--- src/rtl/note_tone_pwm.sv ---
// note_tone_pwm: note select, phase accumulator, attack/release envelope, PWM out.
// Build option: define NOTE_TONE_TRIANGLE_EN for a triangle wave (default square).
module note_tone_pwm #(
  parameter int PWM_BITS = 8,
  parameter int RAMP_DIV = 1024
) (
  input  logic       clk_in,
  input  logic       rst_n_in,
  input  logic       en_in,
  input  logic [6:0] notes_in,
  output logic       aud_pwm,
  output logic       aud_sd,
  output logic       playing_out,
  output logic [2:0] note_idx_out
);

  typedef enum logic [1:0] {
    S_IDLE,
    S_ATTACK,
    S_SUSTAIN,
    S_RELEASE
  } state_t;

  localparam int RW = (RAMP_DIV > 1) ? $clog2(RAMP_DIV) : 1;
  localparam logic [RW-1:0] RAMP_TC = RW'(RAMP_DIV - 1);
  localparam logic [PWM_BITS-1:0] PWM_TC = '1;

  state_t              state_q, state_d;
  logic [31:0]         phase_q, phase_d;
  logic [31:0]         inc_q, inc_d;
  logic [7:0]          amp_q, amp_d;
  logic [RW-1:0]       ramp_q, ramp_d;
  logic [PWM_BITS-1:0] pwm_cnt_q, pwm_cnt_d;
  logic [PWM_BITS-1:0] sample_q, sample_d;
  logic                aud_pwm_q, aud_pwm_d;
  logic                sd_q, sd_d;
  logic [2:0]          idx_q, idx_d;

  logic        req;
  logic        tick;
  logic [2:0]  sel_idx;
  logic [31:0] sel_inc;
  logic [7:0]  wave;

  assign req = en_in & (|notes_in);
  assign tick = (ramp_q == RAMP_TC) &&
                ((state_q == S_ATTACK) || (state_q == S_RELEASE));

  // Lowest set request bit wins.
  always_comb begin
    sel_idx = 3'd7;
    for (int i = 6; i >= 0; i--) begin
      if (notes_in[i]) sel_idx = 3'(i);
    end
  end

  // Phase increment ROM, inc = f * 2^32 / 100 MHz.
  always_comb begin
    case (sel_idx)
      3'd0:    sel_inc = 32'd11237;
      3'd1:    sel_inc = 32'd12613;
      3'd2:    sel_inc = 32'd14158;
      3'd3:    sel_inc = 32'd14999;
      3'd4:    sel_inc = 32'd16836;
      3'd5:    sel_inc = 32'd18898;
      3'd6:    sel_inc = 32'd21212;
      default: sel_inc = 32'd0;
    endcase
  end

`ifdef NOTE_TONE_TRIANGLE_EN
  logic [7:0]  tri_v;
  logic [15:0] prod;
  logic        unused_phase;

  assign unused_phase = ^phase_q[22:0];

  // Triangle folded from the phase top bits, scaled by the envelope.
  always_comb begin
    tri_v = phase_q[31] ? ~phase_q[30:23] : phase_q[30:23];
    prod  = 16'(tri_v) * 16'(amp_q);
    wave  = prod[15:8];
  end
`else
  logic unused_phase;

  assign unused_phase = ^phase_q[30:0];

  // Square wave: envelope level in the upper half cycle, silence otherwise.
  always_comb begin
    wave = phase_q[31] ? amp_q : 8'd0;
  end
`endif

  // Envelope FSM: next state, amplitude and note selection.
  always_comb begin
    state_d = state_q;
    amp_d   = amp_q;
    inc_d   = inc_q;
    idx_d   = idx_q;
    unique case (state_q)
      S_IDLE: begin
        if (req) begin
          state_d = S_ATTACK;
          inc_d   = sel_inc;
          idx_d   = sel_idx;
        end
      end
      S_ATTACK: begin
        if (!req) begin
          state_d = S_RELEASE;
        end else begin
          inc_d = sel_inc;
          idx_d = sel_idx;
          if (tick && (amp_q != 8'hFF)) amp_d = amp_q + 8'd1;
          if (amp_d == 8'hFF) state_d = S_SUSTAIN;
        end
      end
      S_SUSTAIN: begin
        amp_d = 8'hFF;
        if (!req) begin
          state_d = S_RELEASE;
        end else begin
          inc_d = sel_inc;
          idx_d = sel_idx;
        end
      end
      S_RELEASE: begin
        if (req) begin
          state_d = S_ATTACK;
          inc_d   = sel_inc;
          idx_d   = sel_idx;
        end else if (tick) begin
          if (amp_q <= 8'd1) begin
            amp_d   = 8'd0;
            state_d = S_IDLE;
            idx_d   = 3'd7;
          end else begin
            amp_d = amp_q - 8'd1;
          end
        end
      end
      default: state_d = S_IDLE;
    endcase
  end

  // Ramp divider, phase accumulator, PWM counter and output stage.
  always_comb begin
    ramp_d = '0;
    if ((state_d == state_q) &&
        ((state_q == S_ATTACK) || (state_q == S_RELEASE))) begin
      ramp_d = tick ? '0 : ramp_q + 1'b1;
    end
    if ((state_q == S_IDLE) || (state_d == S_IDLE)) begin
      phase_d = 32'd0;
    end else begin
      phase_d = phase_q + inc_q;
    end
    pwm_cnt_d = pwm_cnt_q + 1'b1;
    sample_d  = (pwm_cnt_q == PWM_TC) ? PWM_BITS'(wave) : sample_q;
    aud_pwm_d = pwm_cnt_q < sample_q;
    sd_d      = state_d != S_IDLE;
  end

  // State and datapath registers, synchronous active-low reset.
  always_ff @(posedge clk_in) begin
    if (!rst_n_in) begin
      state_q   <= S_IDLE;
      phase_q   <= '0;
      inc_q     <= '0;
      amp_q     <= '0;
      ramp_q    <= '0;
      pwm_cnt_q <= '0;
      sample_q  <= '0;
      aud_pwm_q <= 1'b0;
      sd_q      <= 1'b0;
      idx_q     <= 3'd7;
    end else begin
      state_q   <= state_d;
      phase_q   <= phase_d;
      inc_q     <= inc_d;
      amp_q     <= amp_d;
      ramp_q    <= ramp_d;
      pwm_cnt_q <= pwm_cnt_d;
      sample_q  <= sample_d;
      aud_pwm_q <= aud_pwm_d;
      sd_q      <= sd_d;
      idx_q     <= idx_d;
    end
  end

  assign aud_pwm      = aud_pwm_q;
  assign aud_sd       = sd_q;
  assign playing_out  = sd_q;
  assign note_idx_out = idx_q;

endmodule
--- config.mk ---
export PLATFORM = sky130hd
export DESIGN_NAME = note_tone_pwm
export DESIGN_NICKNAME = d
export VERILOG_FILES = /design/src/rtl/note_tone_pwm.sv
export SDC_FILE = /design/constraint.sdc
export NUM_CORES = 1
export LEC_CHECK = 0
export ABC_CLOCK_PERIOD_IN_PS = 4300
export CORE_UTILIZATION = 66
export CTS_CLUSTER_SIZE = 28
export DETAILED_ROUTE_END_ITERATION = 12
export PLACE_DENSITY = 0.94
export SLEW_MARGIN = 20
export SYNTH_ARGS = -nofsm -noshare
export SYNTH_HDL_FRONTEND = slang
export SYNTH_SLANG_ARGS = --single-unit
export TNS_END_PERCENT = 100
--- constraint.sdc ---
create_clock -name clk_in -period 4.3 [get_ports clk_in]
set_input_delay 0.43 -clock clk_in [delete_from_list [all_inputs] [get_ports clk_in]]
set_output_delay 0.43 -clock clk_in [all_outputs]
set_load 0.02 [all_outputs]
Yosys cells after proc, flatten, opt, wreduce, memory -nomap -nowiden
Index checks and enable logic that the tools add are counted.
{"block": "word_totals", "register_bits": 105, "inputBits": 10, "out_inout_bits": 6}
{"block": "classes", "muxes": 32, "n_reduce_logical": 17, "order_cmp": 2, "n_bitwise": 3, "n_eq_ne": 21, "n_addsub": 5}
{"op": "one-hot mux 15 bit (7 select lines)", "count": 1}
{"op": "2-to-1 mux 32 bit", "count": 2}
{"op": "2-to-1 mux 8 bit", "count": 8}
{"op": "adder 32 bit", "count": 1}
{"op": "2-to-1 mux 3 bit", "count": 10}
{"op": "one-hot mux 8 bit (3 select lines)", "count": 1}
{"op": "adder 8 x 1 -> 8 bit, second input constant", "count": 2}
{"op": "equality test 8 bit, second input constant", "count": 2}
{"op": "2-to-1 mux 2 bit", "count": 7}
{"op": "adder 10 x 1 -> 10 bit, second input constant", "count": 1}
{"op": "equality test 10 bit, second input constant", "count": 1}
{"op": "equality test 3 bit, second input constant", "count": 3}
{"op": "<= comparator 8 x 1 -> 1 bit, second input constant", "count": 1}
{"op": "less-than comparator 8 bit", "count": 1}
{"op": "inequality test 8 bit, second input constant", "count": 1}
{"op": "one-hot mux 2 bit (4 select lines)", "count": 1}
{"op": "subtractor 8 x 1 -> 8 bit, second input constant", "count": 1}
{"op": "OR reduction 7 bit", "count": 1}
{"op": "equality test 3 x 2 -> 1 bit, second input constant", "count": 2}
{"op": "inequality test 2 bit, second input constant", "count": 3}
{"op": "one-hot mux 3 bit (2 select lines)", "count": 1}
{"op": "OR reduction 3 bit", "count": 2}
{"op": "equality test 2 bit, second input constant", "count": 2}
{"op": "logical NOT 2 bit", "count": 2}
{"op": "18 further kinds", "count": 23}

Logic depth before layout (Yosys ltp)
{"block": "logic_depth", "depth_word": 15, "depth_mapped": 11, "depth_no_buf": 10}

Least setup slack after synthesis
No wires, ideal clock.
{"block": "synth_timing", "path_type": "reg2reg", "start": "register inc_q[0]", "end": "register phase_q[16]", "synth_period_minus_slack_ps": 2469, "required_time_ps": 4230, "path_stages_with_launch": 12, "arrival_time_ps": 2400, "setup_slack_ps": 1831, "n_path_buf": 1, "path_cell_list": "dfxtp_1 -> ha_1 -> inv_1 -> fa_1 -> nor2b_1 -> o31a_1 -> o41ai_1 -> o21ai_0 -> a31oi_1 -> clkbuf_1 -> or3_1 -> a21oi_1"}
{"block": "synth_between", "elab_chain_cells": 1}
{"item": "start: declaration", "line_no": "30", "text": "logic [31:0] inc_q, inc_d;"}
{"item": "start signal: assignment", "line_no": "181", "text": "inc_q <= inc_d;"}
{"item": "adder 32 bit", "line_no": "157", "text": "phase_d = phase_q + inc_q;"}
{"item": "end signal: assignment", "line_no": "180", "text": "phase_q <= phase_d;"}
{"item": "end: declaration", "line_no": "29", "text": "logic [31:0] phase_q, phase_d;"}
Every way passes these cells.
A chain may end at the register's enable or synchronous reset.

Final worst setup path
{"block": "layout_timing", "start": "register amp_q[2]", "end": "register phase_q[28]"}
{"block": "layout_between", "elab_chain_cells": 12}
{"item": "start: declaration", "line_no": "31", "text": "logic [7:0] amp_q, amp_d;"}
{"item": "start signal: assignment", "line_no": "182", "text": "amp_q <= amp_d;"}
{"item": "parallel branches: the longest is 8 deep, another holds adder 8 x 1 -> 8 bit"}
{"item": "one-hot mux 2 bit (4 select lines) *", "line_no": "101", "text": "unique case (state_q)"}
{"item": "logical NOT 2 bit *", "line_no": "154", "text": "if ((state_q == S_IDLE) || (state_d == S_IDLE)) begin"}
{"item": "logical OR 1 bit *", "line_no": "154"}
{"item": "OR reduction 2 bit (no source line) *"}
Mark *: on every way between the ends. The select of a mux whose other input is x is not followed.

==> run summary <==
Of all flip-flops after synthesis, the portion carrying an async set or reset was 0%. Measured along the y axis, the die boundary spans 87.2 µm. For this design the static power due to leakage is 0.00183 µW.

Based on the critical path, the design can be clocked at up to 328 MHz. Final clock period utilization by the worst path: 71.0%. The library cell used most frequently in the layout, excluding fill and tap cells, is sky130_fd_sc_hd__dfxtp_1. Fill cells in the final layout number 496. STA classifies the critical path startpoint as a flop. At the pin with the least slew margin, the transition time is 0.853 ns. Before CTS, the worst setup slack after placement is 1.09 ns.

After detailed routing, the met3 layer carries 686 µm of wire. The average wire length per cell after detail routing came out at 15.5 µm. The tools report the clock latency reported for the late side of the worst-skew pair as 0.37 ns. STA classifies the critical path endpoint as a flop.

Across all hold checks on the routed design, the worst slack comes to 0.460 ns. The tools report the required time reported for the critical path endpoint as 4.56 ns. Summing all non-filler instances in the final layout gives an area of 5110 µm². The count of nets left with antenna violations once routing finished came out at 0.

Number of buffers created by CTS: 9. After the last flow step, the layout net total stands at 617. The first global-routing pass estimated 17500 µm of wire.

For this run the aggregate overflow at the end of global routing stands at 0. The hold buffer count at CTS is 0. The standard cell area after detailed placement is 4920 µm², and the final critical-path required period is 3.05 ns.

CTS built an H-tree with a depth of 3. The proportion of layout cells with a drive suffix above 1 came out at 5.82%. The remaining design rule violation count is 0. Cell taking the most area after synthesis: sky130_fd_sc_hd__dfxtp_1. The post-CTS setup-driven buffer insertion count is 0. TritonCTS built the clock tree. The logs give 0 for the count of final max-slew check failures and 0 for the number of max-cap violations.

Of all nets on the critical path, the largest fanout is 28. Class of the tightest hold or removal check: flop to flop. Setup violations remaining at the end of the flow were counted as 0. Among all flip-flop cells after synthesis, the most frequent one is sky130_fd_sc_hd__dfxtp_1.

The run gives 0.208 mV as the maximum vdd drop. The routed design has 10500 µm of wire. The tree built by TritonCTS fans out to 88 sinks. The netlist uses 64 different library cells. The run finished with clean final reports. The area enclosed by the die boundary was 7600 µm²; the mean instance size in the synthesized netlist was 8.23 µm². Entering global routing, the biggest net connects 42 pins. After synthesis, the cell types taking the most area are sky130_fd_sc_hd__dfxtp_1 37%, sky130_fd_sc_hd__ha_1 7.1%, sky130_fd_sc_hd__nor2_1 5.6%.

The number of gates resized after cts was 0. The Yosys step of the flow raised 0 warnings. For the global placement routability congestion, the log shows 0.937.

The final route contains 4287 vias. For the share of synthesized area occupied by flip-flops and latches, the log shows 36.8%. Power spread over the standard cell area amounts to 317 nW/µm². The die is 87.2 µm wide. The register-to-register path setup slack is 1.25 ns. The root buffer cell chosen for the clock tree is sky130_fd_sc_hd__clkbuf_8. The number of synthesized register bits came out at 88. After detailed routing, the met2 layer carries 5010 µm of wire. In this run the biggest area consumer among cell types represents 36.8% of the synthesized area. In this run, placement finished with an instance count of 664. The number of DRC markers after the initial detailed-route iteration is 405.

The clock-pin slew reported for the worst setup and hold paths after clock tree synthesis works out to 0.09 ns. Setup repair after global routing left no endpoint under its margin. The pre-antenna-repair detailed-routing pass consisted of 5 iterations. For the final database, setup skew stands at 0.0151 ns. Signal routing reaches up to met4. For the starting density of the core, the log shows 69.3%. The worst-case setup margin in the final layout was 1.25 ns; the number of cells in the finished layout apart from fillers was 680. In the layout the commonest cells are 88 x sky130_fd_sc_hd__dfxtp_1, 72 x sky130_fd_sc_hd__nor2_1, 45 x sky130_fd_sc_hd__nand2_1. The run gives 7290 µm as the detailed placement HPWL. From synthesis to final layout, the design area changed by 6.74%.

16 I/O pins were placed. The number of buffers on the longest clock path is 2. Summed over all failing endpoints, the final setup total negative slack is 0 ns. The run gives 6910 µm² as the area of the core. The worst-case headroom to the max-slew limit is 42.6%.

In the final routing, the length of wire on met1 measures 4530 µm. Synthesis produced a netlist with a net count of 620. Counting flops with a built-in enable in the synthesized netlist gives 0.

The count of endpoints failing hold in the final timing report is 0. In the global route stage, overall resource usage came out at 29.3%. The number of global-route vias before repair came out at 3863. In the routed layout, each cell is associated on average with a via count of 6.30. Buffers placed on the I/O ports in this run total 15. After floorplanning, the core was divided into 30 placement rows.

Count of inserted antenna diode cells: 0. The synthesized netlist occupies a cell area of 4790 µm². Signal arrival time at the worst endpoint: 3.31 ns.

Synthesis handed over a netlist of 582 instances. The class of the most critical setup path was flop to flop. The number of antenna violations at the first check in global routing came out at 0.
## registers in the layout, summed over array words and instances, names as in the netlist
| name | cells |
|---|---|
| amp_q | 8 |
| aud_pwm | 1 |
| aud_sd | 1 |
| inc_q | 15 |
| note_idx_out | 3 |
| phase_q | 32 |
| pwm_cnt_q | 8 |
| ramp_q | 10 |
| sample_q | 8 |
| state_q | 2 |
## metal layers
metal / vias to the layer above / GRT usage, %
li1: 2089 / -
met3: 35 / 6.64
met4: 0 / 10.7
met1: 1987 / 37.1
met2: 176 / 49.0
met5: - / 0
## power breakdown
group	internal [µW]	leakage [µW]	switching (µW)	total [µW]
logic	87.8	0.00103	127	215
clock network	215	0.0000873	315	531
registers	841	0.000716	35.0	876
## synthesized netlist by cell type (all sizes together) (3+ instances only)
cell type and count:
and3 9, o2111ai 3, a22oi 6, a211oi 8, o21bai 4, nor2b 3, nand3 24, or3 10
nand2 45, a21o 8, and2 6, or4 8, or2 3, o21ai 39, xor2 14, inv 25
a31oi 10, nand2b 8, nor4 5, a311oi 3, o211ai 7, buf 13, o21a 3, o41ai 3
ha 27, a21oi 43, clkbuf 18, dfxtp 88, nor2 73, o22ai 3, nand4 11, nor3 10
xnor2 17
## final timing paths
check	from	to	cells past startpoint
hold / removal	sample_q[7]$_SDFFE_PN0N_	sample_q[7]$_SDFFE_PN0N_	2
setup / recovery	amp_q[2]$_SDFFE_PN0P_	phase_q[28]$_SDFF_PP0_	7
hold reg to reg	sample_q[7]$_SDFFE_PN0N_	sample_q[7]$_SDFFE_PN0N_	2
setup reg to reg	amp_q[2]$_SDFFE_PN0P_	phase_q[28]$_SDFF_PP0_	7
## stage by stage
| stage | utilization [%] | total power (µW) |
|---|---|---|
| finish | 74.0 | 1620 |
| global route | 74.0 | 1690 |
| CTS | 73.9 | 1630 |
| detailed placement | 71.3 | 1100 |
| global placement | 71.3 | 1090 |
| floorplan | - | 1050 |
## final cells by class
type | instances | area, µm² | share of cell area, %
clock buffers | 9 | 124 | 2.42
clock inverters | 7 | 57.6 | 1.13
inverters | 25 | 93.8 | 1.84
multi-input cells | 438 | 2790 | 54.6
flip-flops and latches | 88 | 1760 | 34.5
well taps | 96 | 120 | 2.35
repair buffers | 17 | 165 | 3.23
## cells by family (layout without fill, tap and decap cells)
kind of cell,after synthesis,count (layout),share of synthesized area [%]
buf+inv,56,58,5.12
flops,88,88,36.8
fa+ha+maj,28,28,7.48
xor+xnor,31,31,5.67
mux,3,3,0.653
simple gates,219,219,22.3
compound gates,157,157,22.0
## worst max-delay path, stage by stage, from the launching register on
cell                       delay, ns
sky130_fd_sc_hd__dfxtp_1        0.48
sky130_fd_sc_hd__or4_4          0.61
sky130_fd_sc_hd__or4_1          0.65
sky130_fd_sc_hd__nor2_4         0.21
sky130_fd_sc_hd__nand2_1        0.13
sky130_fd_sc_hd__o21bai_4       0.59
sky130_fd_sc_hd__or4_1          0.22
sky130_fd_sc_hd__nand2_1        0.05
(Power assumes the default switching activity.)
